===== config.mk =====
export PLATFORM = sky130hd
export DESIGN_NAME = axi_lite_2_apb_mux
export DESIGN_NICKNAME = d
export VERILOG_FILES = /design/src/rtl/axi_apb_pkg.sv /design/src/rtl/axi_apb_rw_arbiter.sv /design/src/rtl/axi_lite_2_apb_mux.sv
export SDC_FILE = /design/constraint.sdc
export NUM_CORES = 1
export LEC_CHECK = 0
export BUFFER_PORTS_ARGS = -buffer_cell sky130_fd_sc_hd__buf_2
export CAP_MARGIN = 0
export CORE_ASPECT_RATIO = 1.1
export CORE_MARGIN = 2
export CORE_UTILIZATION = 33
export CTS_BUF_LIST = sky130_fd_sc_hd__clkbuf_8
export CTS_CLUSTER_SIZE = 40
export DETAILED_ROUTE_END_ITERATION = 10
export GPL_ROUTABILITY_DRIVEN = 0
export MAX_ROUTING_LAYER = met4
export PLACE_DENSITY = 0.61
export SYNTH_ARGS = -nofsm -noshare
export SYNTH_HDL_FRONTEND = slang
export SYNTH_HIERARCHICAL = 1
export SYNTH_SLANG_ARGS = --single-unit

===== constraint.sdc =====
create_clock -name S_AXI_ACLK -period 5.2 [get_ports S_AXI_ACLK]
set_input_delay 1.04 -clock S_AXI_ACLK [delete_from_list [all_inputs] [get_ports S_AXI_ACLK]]
set_output_delay 1.04 -clock S_AXI_ACLK [all_outputs]
set_load 0.02 [all_outputs]

===== src/rtl/axi_apb_pkg.sv =====
// Shared types and constants for the AXI4-Lite to APB4 bridge.
package axi_apb_pkg;

  typedef enum logic [2:0] {
    IDLE,
    SETUP,
    ACCESS,
    WRESP,
    RRESP
  } bridge_state_t;

  localparam logic [1:0] RESP_OKAY   = 2'b00;
  localparam logic [1:0] RESP_SLVERR = 2'b10;
  localparam logic [1:0] RESP_DECERR = 2'b11;

  // Width of the completer index field; never narrower than one bit.
  function automatic int sel_width(input int num_slaves);
    int w;
    w = $clog2(num_slaves);
    return (w < 1) ? 1 : w;
  endfunction

endpackage


===== src/rtl/axi_apb_rw_arbiter.sv =====
// Two-request round-robin arbiter: on a tie the direction not served last wins.
module axi_apb_rw_arbiter (
  input  logic       clk,
  input  logic       rst_n,
  input  logic       req_wr,
  input  logic       req_rd,
  input  logic       accept,
  output logic [1:0] grant
);

  // Set when the most recently accepted grant was a write; reset means "read".
  logic last_wr;

  always_ff @(posedge clk or negedge rst_n) begin
    if (!rst_n) begin
      last_wr <= 1'b0;
    end else if (accept && (grant != 2'b00)) begin
      last_wr <= grant[1];
    end
  end

  always_comb begin
    grant = 2'b00;
    if (req_wr && req_rd) begin
      grant = last_wr ? 2'b01 : 2'b10;
    end else if (req_wr) begin
      grant = 2'b10;
    end else if (req_rd) begin
      grant = 2'b01;
    end
  end

endmodule


===== src/rtl/axi_lite_2_apb_mux.sv =====
// AXI4-Lite slave to APB4 master bridge fanning out to NUM_SLAVES decoded completers.
// Define AXI_APB_TIMEOUT_EN to abort an ACCESS phase with SLVERR after TIMEOUT_CYCLES.
module axi_lite_2_apb_mux
  import axi_apb_pkg::*;
#(
  parameter int AXI_DATA_WIDTH = 32,
  parameter int AXI_ADDR_WIDTH = 16,
  parameter int NUM_SLAVES     = 4,
  parameter int SLV_ADDR_BITS  = 12,
  parameter int TIMEOUT_CYCLES = 255
) (
  input  logic                                 S_AXI_ACLK,
  input  logic                                 S_AXI_ARESETN,
  input  logic [AXI_ADDR_WIDTH-1:0]            S_AXI_AWADDR,
  input  logic [2:0]                           S_AXI_AWPROT,
  input  logic                                 S_AXI_AWVALID,
  output logic                                 S_AXI_AWREADY,
  input  logic [AXI_DATA_WIDTH-1:0]            S_AXI_WDATA,
  input  logic [AXI_DATA_WIDTH/8-1:0]          S_AXI_WSTRB,
  input  logic                                 S_AXI_WVALID,
  output logic                                 S_AXI_WREADY,
  output logic [1:0]                           S_AXI_BRESP,
  output logic                                 S_AXI_BVALID,
  input  logic                                 S_AXI_BREADY,
  input  logic [AXI_ADDR_WIDTH-1:0]            S_AXI_ARADDR,
  input  logic [2:0]                           S_AXI_ARPROT,
  input  logic                                 S_AXI_ARVALID,
  output logic                                 S_AXI_ARREADY,
  output logic [AXI_DATA_WIDTH-1:0]            S_AXI_RDATA,
  output logic [1:0]                           S_AXI_RRESP,
  output logic                                 S_AXI_RVALID,
  input  logic                                 S_AXI_RREADY,
  output logic [AXI_ADDR_WIDTH-1:0]            PADDR,
  output logic [2:0]                           PPROT,
  output logic [NUM_SLAVES-1:0]                PSEL,
  output logic                                 PENABLE,
  output logic                                 PWRITE,
  output logic [AXI_DATA_WIDTH-1:0]            PWDATA,
  output logic [AXI_DATA_WIDTH/8-1:0]          PSTRB,
  input  logic [NUM_SLAVES-1:0]                PREADY,
  input  logic [NUM_SLAVES*AXI_DATA_WIDTH-1:0] PRDATA,
  input  logic [NUM_SLAVES-1:0]                PSLVERR
);

  localparam int SEL_W = sel_width(NUM_SLAVES);
  localparam int DW    = AXI_DATA_WIDTH;

  bridge_state_t    state, state_next;
  logic             hs_en;
  logic [1:0]       grant;
  logic             wr_grant, rd_grant;
  logic [SEL_W-1:0] aw_idx, ar_idx, idx;
  logic             aw_mapped, ar_mapped;
  logic             sel_ready, sel_err, timeout;
  logic [DW-1:0]    sel_rdata;

  assign aw_idx    = S_AXI_AWADDR[SLV_ADDR_BITS +: SEL_W];
  assign ar_idx    = S_AXI_ARADDR[SLV_ADDR_BITS +: SEL_W];
  assign aw_mapped = (int'(aw_idx) < NUM_SLAVES);
  assign ar_mapped = (int'(ar_idx) < NUM_SLAVES);

  // Readies are combinational so a grant costs no extra cycle; they stay low in reset.
  assign hs_en = (state == IDLE) && S_AXI_ARESETN;

  axi_apb_rw_arbiter u_arbiter (
    .clk    (S_AXI_ACLK),
    .rst_n  (S_AXI_ARESETN),
    .req_wr (hs_en && S_AXI_AWVALID && S_AXI_WVALID),
    .req_rd (hs_en && S_AXI_ARVALID),
    .accept (hs_en),
    .grant  (grant)
  );

  assign wr_grant      = grant[1];
  assign rd_grant      = grant[0];
  assign S_AXI_AWREADY = wr_grant;
  assign S_AXI_WREADY  = wr_grant;
  assign S_AXI_ARREADY = rd_grant;

  assign PENABLE      = (state == ACCESS);
  assign S_AXI_BVALID = (state == WRESP);
  assign S_AXI_RVALID = (state == RRESP);

  always_comb begin
    sel_ready = 1'b0;
    sel_err   = 1'b0;
    sel_rdata = '0;
    PSEL      = '0;
    for (int i = 0; i < NUM_SLAVES; i++) begin
      if (idx == SEL_W'(i)) begin
        sel_ready = PREADY[i];
        sel_err   = PSLVERR[i];
        sel_rdata = PRDATA[i*DW +: DW];
        PSEL[i]   = (state == SETUP) || (state == ACCESS);
      end
    end
  end

`ifdef AXI_APB_TIMEOUT_EN
  logic [7:0] tcount;

  always_ff @(posedge S_AXI_ACLK or negedge S_AXI_ARESETN) begin
    if (!S_AXI_ARESETN) begin
      tcount <= '0;
    end else if (state == SETUP) begin
      tcount <= '0;
    end else if ((state == ACCESS) && (tcount != 8'hFF)) begin
      tcount <= tcount + 8'd1;
    end
  end

  // tcount lags the ACCESS cycle number by one, so compare against the limit minus one.
  assign timeout = (state == ACCESS) && !sel_ready && (tcount >= 8'(TIMEOUT_CYCLES - 1));
`else
  assign timeout = 1'b0;
`endif

  always_ff @(posedge S_AXI_ACLK or negedge S_AXI_ARESETN) begin
    if (!S_AXI_ARESETN) begin
      state <= IDLE;
    end else begin
      state <= state_next;
    end
  end

  always_comb begin
    state_next = state;
    unique case (state)
      IDLE: begin
        if (wr_grant) begin
          state_next = aw_mapped ? SETUP : WRESP;
        end else if (rd_grant) begin
          state_next = ar_mapped ? SETUP : RRESP;
        end
      end
      SETUP:  state_next = ACCESS;
      ACCESS: begin
        if (sel_ready || timeout) begin
          state_next = PWRITE ? WRESP : RRESP;
        end
      end
      WRESP:  if (S_AXI_BREADY) state_next = IDLE;
      RRESP:  if (S_AXI_RREADY) state_next = IDLE;
      default: state_next = IDLE;
    endcase
  end

  // Request capture at grant; response capture when the ACCESS phase ends.
  always_ff @(posedge S_AXI_ACLK or negedge S_AXI_ARESETN) begin
    if (!S_AXI_ARESETN) begin
      PADDR       <= '0;
      PPROT       <= '0;
      PWRITE      <= 1'b0;
      PWDATA      <= '0;
      PSTRB       <= '0;
      idx         <= '0;
      S_AXI_BRESP <= RESP_OKAY;
      S_AXI_RRESP <= RESP_OKAY;
      S_AXI_RDATA <= '0;
    end else if (wr_grant) begin
      PADDR  <= S_AXI_AWADDR;
      PPROT  <= S_AXI_AWPROT;
      PWRITE <= 1'b1;
      PWDATA <= S_AXI_WDATA;
      PSTRB  <= S_AXI_WSTRB;
      idx    <= aw_idx;
      if (!aw_mapped) S_AXI_BRESP <= RESP_DECERR;
    end else if (rd_grant) begin
      PADDR  <= S_AXI_ARADDR;
      PPROT  <= S_AXI_ARPROT;
      PWRITE <= 1'b0;
      PSTRB  <= '0;
      idx    <= ar_idx;
      if (!ar_mapped) begin
        S_AXI_RRESP <= RESP_DECERR;
        S_AXI_RDATA <= '0;
      end
    end else if ((state == ACCESS) && sel_ready) begin
      if (PWRITE) begin
        S_AXI_BRESP <= sel_err ? RESP_SLVERR : RESP_OKAY;
      end else begin
        S_AXI_RRESP <= sel_err ? RESP_SLVERR : RESP_OKAY;
        S_AXI_RDATA <= sel_rdata;
      end
    end else if (timeout) begin
      if (PWRITE) begin
        S_AXI_BRESP <= RESP_SLVERR;
      end else begin
        S_AXI_RRESP <= RESP_SLVERR;
        S_AXI_RDATA <= '0;
      end
    end
  end

endmodule


==> key figures <==
Placed design
  – I/O Buffers: 316
  – Dpl hpwl: 11100 um
  – Post-Place Cells: 816
  – Worst slack at placement: 1.28 ns

Route
  – DRT Pass-1 Iters: 4
  – Via count: 3905
  – WL per Instance: 16.9 um
  – DRC Markers: 0
  – Starting DRT DRC Count: 175
  – DR vias/cell: 4.69
  – Post-route ant nets: 0
  – Final WL: 14100 um

Critical path
  – Critical Path AT: 2.79 ns
  – CP required: 4.16 ns
  – Reg2reg path depth: 8
  – WS Path Type: primary input to output port
  – Crit path launch type: primary input
  – Largest fanout on the critical path: 12
  – CP Capture Type: output port

Logic synthesis
  – FF+latch count, synth: 94
  – Yosys cell types: 38
  – Top_reg_cell synth: dfrtp_1
  – Synth area leader: dfrtp_1
  – Most frequent cell after synthesis: dfrtp_1
  – Post-synthesis cell area: 4850 um2
  – Cell count after synthesis: 327
  – Post-synthesis sequential area ratio: 48.5%
  – Post-synth top cells: dfrtp_1 (94), mux2_2 (38), mux4_2 (33), mux2_4 (31), nand2_1 (25)
  – Post-synthesis async set-or-reset flop share: 100%
  – Synth area leaders: dfrtp_1 (48%), mux4_2 (15%), mux2_4 (9.6%)
  – Syn. warnings: 6
  – Synth top area share: 48.5%
  – Number of flops mapped to enable cells by yosys: 0
  – Avg Cell Area, Syn: 14.8 um2

Power
  – Pwr dens: 584 nW/um2
  – VDD IR max: 337 uV
  – Leakage: 3.34 nW
  – PnR Total Power: 3.93 mW

Final layout
  – Layout cells sized above 1: 70.0%
  – Layout Cells excl Fill: 833
  – P&R area growth vs syn: 38.7%
  – Final #Nets: 852

Hold path
  – Hold depth: 1
  – Hold Crit Class: register to register

Clock network
  – Post_cts resized: 0
  – CTS tree: built
  – Root buf cell: clkbuf_8
  – Clock Latency Late Sink: 0.37 ns
  – Clk sinks: 94
  – Post-CTS Setup Bufs: 0
  – CTS buffer count: 9
  – Worst-path clk slew: 0.09 ns
  – H-tree Lvls: 3
  – Clock buffer depth: 2
  – CTS Hold Bufs: 0

Run status
  – Outcome: finished, final reports clean

Floorplan
  – Die area: 15700 um2
  – Height of the die: 131 um
  – Horiz. Die Dim: 120 um
  – Initial core utilization: 33.7%
  – Io pins: 319
  – Core area: 14400 um2
  – Std cell rows: 46

GRT
  – First-pass GRT wire length: 22200 um
  – Initial antenna violation count: 1
  – GR Overflow Total: 0
  – Total routing usage reported by global routing: 18.6%
  – Largest net degree at the start of global routing: 51
  – Vias in the first global route: 4281

STA
  – Number of setup violations in the final report: 0
  – Worst slew margin: 49.1%
  – Setup_tns: 0 ns
  – Unrepaired setup endpoints after global routing: no
  – Fin worst setup slack: 1.37 ns
  – Period minus WS final: 3.83 ns
  – Peak Freq: 261 MHz
  – Least-Margin Pin Slew: 0.759 ns
  – Final worst path period share: 73.7%
  – Final hold vios: 0
  – Layout Skew: 0.00936 ns
  – Final slew viol count: 0

Job
  – Max-cap violation count: 0
==> cells by family (layout without fill, tap and decap cells) <==
logic type | count (synthesis) | in the layout | share of synthesized area [%]
other cells | 1 | 3 | 0.0773
mux | 121 | 121 | 37.6
xor+xnor | 1 | 1 | 0.181
compound gates | 32 | 32 | 4.13
flops | 94 | 94 | 48.5
simple gates | 49 | 49 | 5.03
buf+inv | 29 | 341 | 4.46
==> flip-flops by register name, summed over array words and instances, names as in the netlist <==
signal / flops
PADDR: 16
PPROT: 3
PSTRB: 4
PWDATA: 32
PWRITE: 1
S_AXI_BRESP: 1
S_AXI_RDATA: 32
S_AXI_RRESP: 1
state: 3
u_arbiter/last_wr: 1
==> worst paths after layout <==
check / from / end / slack [ns]
min in group asynchronous: S_AXI_ARESETN / PWDATA[14]$_DFFE_PN0P_ / 0.78
worst min-delay path: PSTRB[0]$_DFFE_PN0P_ / PSTRB[0]$_DFFE_PN0P_ / 0.50
max in group asynchronous: S_AXI_ARESETN / PADDR[12]$_DFFE_PN0P_ / 3.32
worst min register to register: PSTRB[0]$_DFFE_PN0P_ / PSTRB[0]$_DFFE_PN0P_ / 0.50
worst max register to register: state[2]$_DFFE_PN0P_ / S_AXI_RDATA[12]$_DFFE_PN0P_ / 1.89
worst max-delay path: S_AXI_ARESETN / S_AXI_ARREADY / 1.37
==> area by class of cell <==
cell class	instances	area (um2)
sequential	94	2350
clock inverter	5	33.8
tap	192	240
fill	1351	7660
timing repair buffer	323	1640
inverter	2	7.51
antenna	1	2.50
clock buffer	11	151
multi-input combinational	205	2300
==> where the power goes <==
| group | internal [mW] | switching [mW] |
|---|---|---|
| combinational | 1.00 | 1.15 |
| clock | 0.200 | 0.260 |
| sequential | 1.10 | 0.219 |
| total | 2.30 | 1.63 |
==> critical path: stages <==
cell	delay (ns)
buf_4	0.09
nor4b_1	0.44
and2_1	0.28
a21boi_2	0.64
buf_2	0.29
==> stage by stage <==
stage | cell area, um2 | hold slack [ns] | util [%]
after detailed placement | 6540 | 0.476 | 45.5
after global placement | 6540 | 0.478 | 45.5
after global routing | 6730 | 0.526 | 46.8
final | 6730 | 0.504 | 46.8
after floorplan | 4860 | 0.475 | -
after CTS | 6730 | 0.502 | 46.7
==> layout by cell type, fill, tap and decap left out, types with 2 or more instances in the layout <==
cell and instances:
buf_2 315, dfrtp_1 93, mux2_2 38, mux4_2 33
mux2_4 31, nand2_1 25, o21ai_0 20, mux2i_1 19
clkbuf_8 11, nor2_1 9, buf_4 8, a22o_1 4
a21oi_1 3, inv_1 3, and3_1 2, conb_1 2
==> layer usage <==
layer	track usage, %	vias to the layer above	part of all wire, %
li1	-	1818	-
met1	20.1	1878	37
met2	32.7	183	53
met3	4.43	26	7.7
met4	7.78	0	2.6
met5	-	-	0
(Power assumes the default switching activity.)
